[config.mk]
export PLATFORM = sky130hd
export DESIGN_NAME = wb_stage
export DESIGN_NICKNAME = d
export VERILOG_FILES = /design/src/rtl/wb_stage_pkg.sv /design/src/rtl/wb_lu_fifo.sv /design/src/rtl/wb_stage.sv
export SDC_FILE = /design/constraint.sdc
export NUM_CORES = 1
export LEC_CHECK = 0
export CAP_MARGIN = 10
export CELL_PAD_IN_SITES_DETAIL_PLACEMENT = 1
export CELL_PAD_IN_SITES_GLOBAL_PLACEMENT = 1
export CORE_MARGIN = 2
export CORE_UTILIZATION = 37
export CTS_BUF_LIST = sky130_fd_sc_hd__clkbuf_4 sky130_fd_sc_hd__clkbuf_8 sky130_fd_sc_hd__clkbuf_16
export CTS_CLUSTER_SIZE = 24
export DETAILED_ROUTE_END_ITERATION = 10
export PLACE_DENSITY_LB_ADDON = 0.1
export SYNTH_ARGS = -nofsm -noshare
export SYNTH_HDL_FRONTEND = slang
export SYNTH_SLANG_ARGS = --single-unit
export TNS_END_PERCENT = 10
[constraint.sdc]
create_clock -name clk -period 4.9 [get_ports clk]
set_clock_uncertainty 0.2 [all_clocks]
set_input_delay 1.225 -clock clk [delete_from_list [all_inputs] [get_ports clk]]
set_output_delay 1.225 -clock clk [all_outputs]
set_load 0.05 [all_outputs]
[src/rtl/wb_stage_pkg.sv]
// Shared types and constants for the writeback stage and its long-latency result FIFO.
package wb_stage_pkg;

    localparam int         DW_DEF   = 32;
    localparam logic [4:0] REG_RA   = 5'd31;
    localparam logic [4:0] REG_ZERO = 5'd0;
    localparam int         LINK_OFS = 8;

    typedef enum logic [1:0] {
        WB_NONE,
        WB_PIPE,
        WB_LU
    } wb_sel_e;

    function automatic logic [31:0] rd_onehot(input logic [4:0] rd);
        rd_onehot = 32'd1 << rd;
    endfunction

endpackage

[src/rtl/wb_lu_fifo.sv]
// Long-latency result FIFO with per-entry rd visibility; registered state, one-edge push-to-head latency.
// No internal backpressure: caller must not push when full (push with simultaneous pop is not required).
module wb_lu_fifo
    import wb_stage_pkg::*;
#(
    parameter int DW    = DW_DEF,
    parameter int DEPTH = 2
) (
    input  logic                        clk,
    input  logic                        rst_b,
    input  logic                        push_i,
    input  logic [4:0]                  push_rd_i,
    input  logic [DW-1:0]               push_dat_i,
    input  logic                        pop_i,
    output logic [4:0]                  head_rd_o,
    output logic [DW-1:0]               head_dat_o,
    output logic                        full_o,
    output logic                        empty_o,
    output logic [$clog2(DEPTH):0]      count_o,
    output logic [DEPTH-1:0]            ent_vld_o,
    output logic [DEPTH-1:0][4:0]       ent_rd_o
);

    localparam int         AW      = $clog2(DEPTH);
    localparam logic [AW:0] PTR_ONE = (AW+1)'(1);

    logic [AW:0]            wp_q, rp_q;
    logic [DEPTH-1:0]       vld_q;
    logic [DEPTH-1:0][4:0]  rd_mem_q;
    logic [DW-1:0]          dat_mem_q [DEPTH];

    // Pointers carry one extra wrap bit so full and empty are distinguishable.
    assign empty_o    = (wp_q == rp_q);
    assign full_o     = (wp_q[AW] != rp_q[AW]) && (wp_q[AW-1:0] == rp_q[AW-1:0]);
    assign count_o    = wp_q - rp_q;
    assign head_rd_o  = rd_mem_q[rp_q[AW-1:0]];
    assign head_dat_o = dat_mem_q[rp_q[AW-1:0]];
    assign ent_vld_o  = vld_q;
    assign ent_rd_o   = rd_mem_q;

    always_ff @(posedge clk or negedge rst_b) begin
        if (!rst_b) begin
            wp_q     <= '0;
            rp_q     <= '0;
            vld_q    <= '0;
            rd_mem_q <= '0;
            for (int i = 0; i < DEPTH; i++) dat_mem_q[i] <= '0;
        end else begin
            if (pop_i) begin
                rp_q                 <= rp_q + PTR_ONE;
                vld_q[rp_q[AW-1:0]]  <= 1'b0;
            end
            // Push after pop so a full-FIFO push into the slot being freed keeps its valid bit.
            if (push_i) begin
                wp_q                    <= wp_q + PTR_ONE;
                vld_q[wp_q[AW-1:0]]     <= 1'b1;
                rd_mem_q[wp_q[AW-1:0]]  <= push_rd_i;
                dat_mem_q[wp_q[AW-1:0]] <= push_dat_i;
            end
        end
    end

endmodule

[src/rtl/wb_stage.sv]
// MEM/WB register plus long-latency result merge onto the single regfile write port (optional WB_LINK_EN).
// One edge MEM->write port; stall_req forces an upstream hold and a bubble when the FIFO is full or starved.
module wb_stage
    import wb_stage_pkg::*;
#(
    parameter int DW           = DW_DEF,
    parameter int DEPTH        = 2,
    parameter int STARVE_LIMIT = 4
) (
    input  logic          clk,
    input  logic          rst_b,
    input  logic          mem_valid,
    input  logic          mem_reg_write,
    input  logic          mem_to_reg,
    input  logic [4:0]    mem_rd,
    input  logic [DW-1:0] mem_alu_result,
    input  logic [DW-1:0] mem_load_data,
    input  logic          mem_link,
    input  logic [DW-1:0] mem_pc,
    input  logic          lu_valid,
    input  logic [4:0]    lu_rd,
    input  logic [DW-1:0] lu_data,
    output logic          lu_ready,
    input  logic          halted,
    output logic          reg_write,
    output logic [4:0]    rd_out,
    output logic [DW-1:0] write_data,
    output logic          stall_req,
    output logic [31:0]   pending_mask,
    output logic          drain_done
);

    localparam int CW = $clog2(STARVE_LIMIT + 1);

    logic            valid_q, valid_d;
    logic            wr_q, wr_d;
    logic [4:0]      rd_q, rd_d;
    logic [DW-1:0]   dat_q, dat_d;
    logic [CW-1:0]   cnt_q, cnt_d;
    logic            drain_q, drain_d;

    logic                    fifo_push, fifo_pop, fifo_full, fifo_empty;
    logic [4:0]              head_rd;
    logic [DW-1:0]           head_dat;
    logic [$clog2(DEPTH):0]  fifo_cnt;
    logic [DEPTH-1:0]        ent_vld;
    logic [DEPTH-1:0][4:0]   ent_rd;
    logic                    pipe_cand;
    wb_sel_e                 sel;

    always_comb begin
        valid_d = mem_valid;
        wr_d    = mem_reg_write;
        rd_d    = mem_rd;
        dat_d   = mem_to_reg ? mem_load_data : mem_alu_result;
`ifdef WB_LINK_EN
        if (mem_link) begin
            wr_d  = 1'b1;
            rd_d  = REG_RA;
            dat_d = mem_pc + DW'(LINK_OFS);
        end
`endif
        if (stall_req) valid_d = 1'b0;
    end

`ifndef WB_LINK_EN
    logic unused_link;
    assign unused_link = ^{mem_link, mem_pc};
`endif
    logic unused_fifo_cnt;
    assign unused_fifo_cnt = ^fifo_cnt;

    assign lu_ready  = ~fifo_full;
    assign fifo_push = lu_valid & lu_ready & (lu_rd != REG_ZERO);
    assign pipe_cand = valid_q & wr_q & (rd_q != REG_ZERO);

    wb_lu_fifo #(.DW(DW), .DEPTH(DEPTH)) u_fifo (
        .clk        (clk),
        .rst_b      (rst_b),
        .push_i     (fifo_push),
        .push_rd_i  (lu_rd),
        .push_dat_i (lu_data),
        .pop_i      (fifo_pop),
        .head_rd_o  (head_rd),
        .head_dat_o (head_dat),
        .full_o     (fifo_full),
        .empty_o    (fifo_empty),
        .count_o    (fifo_cnt),
        .ent_vld_o  (ent_vld),
        .ent_rd_o   (ent_rd)
    );

    always_comb begin
        sel        = WB_NONE;
        reg_write  = 1'b0;
        rd_out     = REG_ZERO;
        write_data = '0;
        fifo_pop   = 1'b0;
        if (pipe_cand)        sel = WB_PIPE;
        else if (!fifo_empty) sel = WB_LU;
        unique case (sel)
            WB_PIPE: begin
                reg_write  = 1'b1;
                rd_out     = rd_q;
                write_data = dat_q;
            end
            WB_LU: begin
                reg_write  = 1'b1;
                rd_out     = head_rd;
                write_data = head_dat;
                fifo_pop   = 1'b1;
            end
            default: ;
        endcase
    end

    // Starvation counter saturates at the limit so a held stall cannot wrap it.
    always_comb begin
        cnt_d = cnt_q;
        if (fifo_pop || fifo_empty)
            cnt_d = '0;
        else if (pipe_cand && (cnt_q < CW'(STARVE_LIMIT)))
            cnt_d = cnt_q + CW'(1);
    end

    assign stall_req = fifo_full | (cnt_q >= CW'(STARVE_LIMIT));
    assign drain_d   = halted & fifo_empty & ~valid_q & ~lu_valid;
    assign drain_done = drain_q;

    always_comb begin
        pending_mask = '0;
        for (int i = 0; i < DEPTH; i++)
            if (ent_vld[i]) pending_mask = pending_mask | rd_onehot(ent_rd[i]);
        pending_mask[0] = 1'b0;
    end

    always_ff @(posedge clk or negedge rst_b) begin
        if (!rst_b) begin
            valid_q <= 1'b0;
            wr_q    <= 1'b0;
            rd_q    <= REG_ZERO;
            dat_q   <= '0;
            cnt_q   <= '0;
            drain_q <= 1'b0;
        end else begin
            valid_q <= valid_d;
            wr_q    <= wr_d;
            rd_q    <= rd_d;
            dat_q   <= dat_d;
            cnt_q   <= cnt_d;
            drain_q <= drain_d;
        end
    end

    a_no_pipe_write_to_pending: assert property (@(posedge clk) disable iff (!rst_b)
        !(pipe_cand && pending_mask[rd_q]));

endmodule

Yosys cells after proc, flatten, opt, wreduce, memory -nomap -nowiden

Index checks and enable logic that the tools add are counted.

Register bits after elaboration: 123
Bits of input ports: 146

$add $sub $neg: 3
Magnitude comparators: 9
Equal/unequal tests: 5
Shifts and indexed selects: 2
Mux-type cells: 29
Bitwise logic cells: 17
Reduce and logical (&&, ||, !) cells: 10

Operators by type and width:

| kind                                                       | number |
|---|---|
| 2-to-1 mux 32 bit                                          | 7 |
| bitwise mux 64 bit                                         | 1 |
| one-hot mux 32 bit (2 select lines)                        | 1 |
| << shifter 1 x 5 -> 32 bit, first input constant           | 2 |
| demux 32 bit (select 1 bit)                                | 1 |
| bitwise OR 32 bit                                          | 1 |
| 2-to-1 mux 5 bit                                           | 3 |
| bitwise mux 10 bit                                         | 1 |
| one-hot mux 5 bit (2 select lines)                         | 1 |
| nonzero test 5 bit                                         | 2 |
| 2-to-1 mux 2 bit                                           | 4 |
| AND 1 bit                                                  | 7 |
| 2-to-1 mux 3 bit                                           | 2 |
| demux 5 bit (select 1 bit)                                 | 1 |
| logical AND 1 bit                                          | 5 |
| 2-to-1 mux 1 bit                                           | 5 |
| adder 2 x 1 -> 2 bit, second input constant                | 2 |
| greater-or-equal comparator 2 bit, second input constant   | 2 |
| less-than comparator 1 x 2 -> 1 bit, second input constant | 2 |
| NOT 1 -> 2 bit                                             | 2 |
| adder 3 x 1 -> 3 bit, second input constant                | 1 |
| greater-or-equal comparator 3 bit, second input constant   | 1 |
| less-than comparator 3 bit, second input constant          | 1 |
| NOT 1 bit                                                  | 3 |
| other kinds (15)                                           | 17 |

Longest topological paths before layout

Depth after elaboration: 9
Depth in mapped cells: 8
Depth with buffers taken out: 4

Cells and area by module

From an unflattened synthesis, not the netlist that was laid out.

Cells, all modules: 474
Area, all modules: 6456.2 um2

Modules (own cells, without submodules):

| module     | instances | cells each | area an instance (um2) | sequential area each (um2) |
|---|---|---|---|---|
| wb_lu_fifo | 1         | 220        | 3639.7                 | 2001.9 |
| wb_stage   | 1         | 254        | 2816.5                 | 1076.0 |

Worst setup path after synthesis

Ideal clock, no wire load.

Path kind: register -> output
Start: register rd_q[0]
End: output rd_out[0]
Arrival time: 2.575 ns
Data required time: 3.475 ns
Slack: 0.900 ns
Stages on the path, launching flop included: 7
Buffers on the path: 2
Cell sequence: dfrtp_1 > or4_1 > o21a_1 > buf_6 > nand2b_4 > clkbuf_1 > o21ai_0

Cells in the longest elaborated chain, start to end: 5
Elaborated cells on any way between the ends: 6

RTL lines:

| element                                                 | RTL line        | RTL |
|---|---|---|
| start: declaration                                      | wb_stage.sv:37  | `logic [4:0] rd_q, rd_d;` |
| start signal: assignment                                | wb_stage.sv:148 | `rd_q <= rd_d;` |
| nonzero test 5 bit                                      | wb_stage.sv:75  | `assign pipe_cand = valid_q & wr_q & (rd_q != REG_ZERO);` |
| AND 1 bit                                               | wb_stage.sv:75  |  |
| 2-to-1 mux 2 bit                                        | wb_stage.sv:99  | `if (pipe_cand) sel = WB_PIPE;` |
| == test 2 bit or == test 2 x 1 -> 1 bit (tied branches) | wb_stage.sv:101 | `unique case (sel)` |
| one-hot mux 5 bit (2 select lines) (*)                  | wb_stage.sv:101 |  |
| end: declaration                                        | wb_stage.sv:26  | `output logic [4:0] rd_out,` |

Every way passes the cells marked *; elsewhere a longest branch is shown, timed or not.

Worst setup path after layout

Start: register rd_q[0]
End: output write_data[25]

Cells in the longest elaborated chain, start to end: 5
Elaborated cells on any way between the ends: 6

RTL lines:

| element                                                 | RTL line        | RTL |
|---|---|---|
| nonzero test 5 bit (*)                                  | wb_stage.sv:75  |  |
| AND 1 bit (*)                                           | wb_stage.sv:75  |  |
| 2-to-1 mux 2 bit (*)                                    | wb_stage.sv:99  |  |
| == test 2 bit or == test 2 x 1 -> 1 bit (tied branches) | wb_stage.sv:101 |  |
| one-hot mux 32 bit (2 select lines) (*)                 | wb_stage.sv:101 |  |
| end: declaration                                        | wb_stage.sv:27  | `output logic [DW-1:0] write_data,` |

Marks and branches as above.

==> results.md <==
- Most numerous cell in the Yosys netlist: dfrtp_1
- Worst VDD drop: 0.507 mV
- Layout Nets: 794
- Final cycle utilization of the critical path: 83.5%
- Gr usage total: 19.9%
- Syn nets: 619
- Number of global-route vias before repair: 4765
- H-Tree Depth: 4
- Slew headroom: 30.2%
- Primary FF master, synth: dfrtp_1
- WP buf/inv: 1
- DR WL/cell: 19.4 um
- Final Hold Fails: 0
- Fin area: 8560 sq um
- Hold path startpoint: valid_q
- Die H: 131 um
- WHS Endpoint: drain_done
- Post-DP HPWL: 11.5 mm
- Tmin final: 4.09 ns
- Max-cap violations: 0
- Total iterations of the first detailed-routing run: 4
- Final Wtd Congestion: 0.840
- Post-synth EDFFs: 0
- Async set or reset register ratio after synthesis: 100%
- Clk root buf: clkbuf_16
- Hold path depth: 1
- Fmax: 245 MHz
- FF-to-FF path depth: 5
- Place WS: 0.828 ns
- Mapped Cells: 472
- Area leader, netlist: dfrtp_1
- Mean post-synth cell area: 12.6 sq um
- Clock sinks: 123
- Vias after detailed routing: 4454
- Worst Path Required: 3.47 ns
- CP arrival: 2.66 ns
- Pin count of the biggest net entering global routing: 73
- DRC: 0
- Crit path largest cell delay: 0.58 ns
- GR Overflow Total: 0
- CP Cell Sequence: or4_1 -> o21a_1 -> nand2b_4 -> o21ai_0 -> buf_4
- First-pass GRT wire length: 26.0 mm
- FF+latch count, synth: 123
- Fin Hold WS: 0.232 ns
- ANT nets after route: 0
- Initial antenna violation count: 2
- Crit path capture type: output port
- Non-filler cells, final: 877
- Synth unique cells: 41
- Final setup viols: 0
- I/O Buffers: 184
- DP Area: 7950 sq um
- Clk slew on worst S/H paths: 0.06 ns
- Synth top area cells: dfrtp_1 52%, mux2_2 17%, mux2i_1 6.4%, mux2_4 4.5%, o22ai_1 3.3%
- Row cnt: 46
- CTS Hold Bufs: 0
- Worst path slowest cell: or4_1
- Setup_tns: 0 ns
- RR Endpoint: u_fifo.dat_mem_q[55]
- Slew @ Worst Pin: 1.04 ns
- Final Max Slew Viols: 0
- Cts bufs inserted: 17
- Area delta synth->final: 43.5%
- CP Launch Type: register
- CTS tree: built
- Initial DRC Count: 163
- Outcome: completed
- Skew-Pair Late Insertion Delay: 0.41 ns
- Reg-to-Reg Start: u_fifo.rp_q[1]
- Post-CTS Setup Inserts: 0
- CTS-repair resized insts: 0
- Worst-path maximum fanout: 38
- Worst reg2reg setup slack: 1.92 ns
- Die Footprint: 17200 sq um
- Routed vias/inst: 5.08
- Worst Setup Path Type: reg2out
- Worst setup margin: 0.811 ns
- Share of layout cells above drive strength 1: 32.4%
- P per Cell Area: 827 nW/um^2
- Fillers: 1588
- Synth top area share: 51.6%
- Netlist Area Pre-Place: 5960 sq um
- Placed cells: 844
- Leakage: 0.00357 uW
- Clock Path Buffers: 2
- Yosys Warn Count: 0
- Crit path max-delay family: simple AND/OR/NAND/NOR gates
- Die width: 131 um
- Post-synthesis sequential area ratio: 51.6%
- I/O pin cnt: 219
- Hold Path Class: reg2reg
- WL final: 17.0 mm
- RSZ-0062 raised after global routing: false
- Core Area: 15800 sq um
- Commonest cells post-synth: 123 x dfrtp_1, 88 x mux2_2, 43 x nand2_1, 38 x mux2i_1, 31 x o22ai_1
- Initial core utilization: 37.7%
layout make-up:
| cell class | instances | area, sq um | share of cell area (%) |
|---|---|---|---|
| diodes | 1 | 2.50 | 0.0292 |
| well taps | 216 | 270 | 3.16 |
| clock inverters | 15 | 188 | 2.19 |
| repair buffers | 189 | 1890 | 22.1 |
| multi-input cells | 314 | 2700 | 31.5 |
| inverters | 2 | 7.51 | 0.0877 |
| flip-flops and latches | 123 | 3080 | 36.0 |
| clock buffers | 17 | 425 | 4.97 |
layout by cell type, fill, tap and decap left out, drive strengths merged, types with 2 or more instances in the layout:
master	n
nand2	43
clkbuf	17
o22ai	31
nor2	8
xnor2	4
clkdlybuf4s50	145
clkinvlp	2
nand2b	9
bufinv	3
or4	2
mux2	106
mux2i	38
xor2	2
or3b	3
dfrtp	123
nand3b	6
nand4b	2
or2	4
o21ai	39
nand3	4
clkinv	6
inv	6
a21o	2
buf	44
sequential cells by signal, indices dropped and copies added, names as in the netlist:
signal	count
rd_q	5
valid_q	1
u_fifo.wp_q	2
u_fifo.ent_vld_o	2
dat_q	32
u_fifo.dat_mem_q	64
wr_q	1
u_fifo.ent_rd_o	10
u_fifo.rp_q	2
drain_done	1
cnt_q	3
worst max path at each step:
stage	slack (ns)	depth (start not counted)	end	from
after floorplan	0.90	6	rd_out[0]	rd_q[0]
after global placement	0.86	6	u_fifo.dat_mem_q[53]	lu_rd[4]
after detailed placement	0.83	6	u_fifo.dat_mem_q[59]	lu_rd[4]
after CTS	0.73	5	rd_out[3]	rd_q[0]
after global routing	0.65	5	rd_out[3]	rd_q[0]
final	0.81	5	write_data[25]	rd_q[0]
metal layers:
metal	global-route usage [%]	vias to the layer above	part of all wire, %
met5	0	-	0
met3	5.99	11	6.4
met1	24.8	2259	43
li1	-	2045	-
met2	33.8	139	50
met4	5.13	0	0.91
stage by stage:
step | utilization, % | power [uW]
after CTS | 54.1 | 7190
after global placement | 50.2 | 5740
final | 54.1 | 7080
after floorplan | - | 4540
after detailed placement | 50.2 | 5840
after global routing | 54.1 | 7460
logic make-up (layout without fill, tap and decap cells):
family / after synthesis / after routing / share of synthesized area [%]
flops: 123 / 123 / 51.6
buf+inv: 35 / 223 / 3.40
xor+xnor: 6 / 6 / 1.01
compound gates: 73 / 73 / 8.29
simple gates: 89 / 89 / 7.91
other cells: 1 / 2 / 0.0629
mux: 144 / 144 / 27.5
fa+ha+maj: 1 / 1 / 0.210
power by group:
group / switching (uW) / internal, uW / leakage (uW) / total (uW)
Sequential: 283 / 1400 / 0.00145 / 1680
Clock: 479 / 809 / 0.000296 / 1290
Combinational: 2510 / 1610 / 0.00182 / 4110
Note: power is estimated with default switching activity, not from simulation.
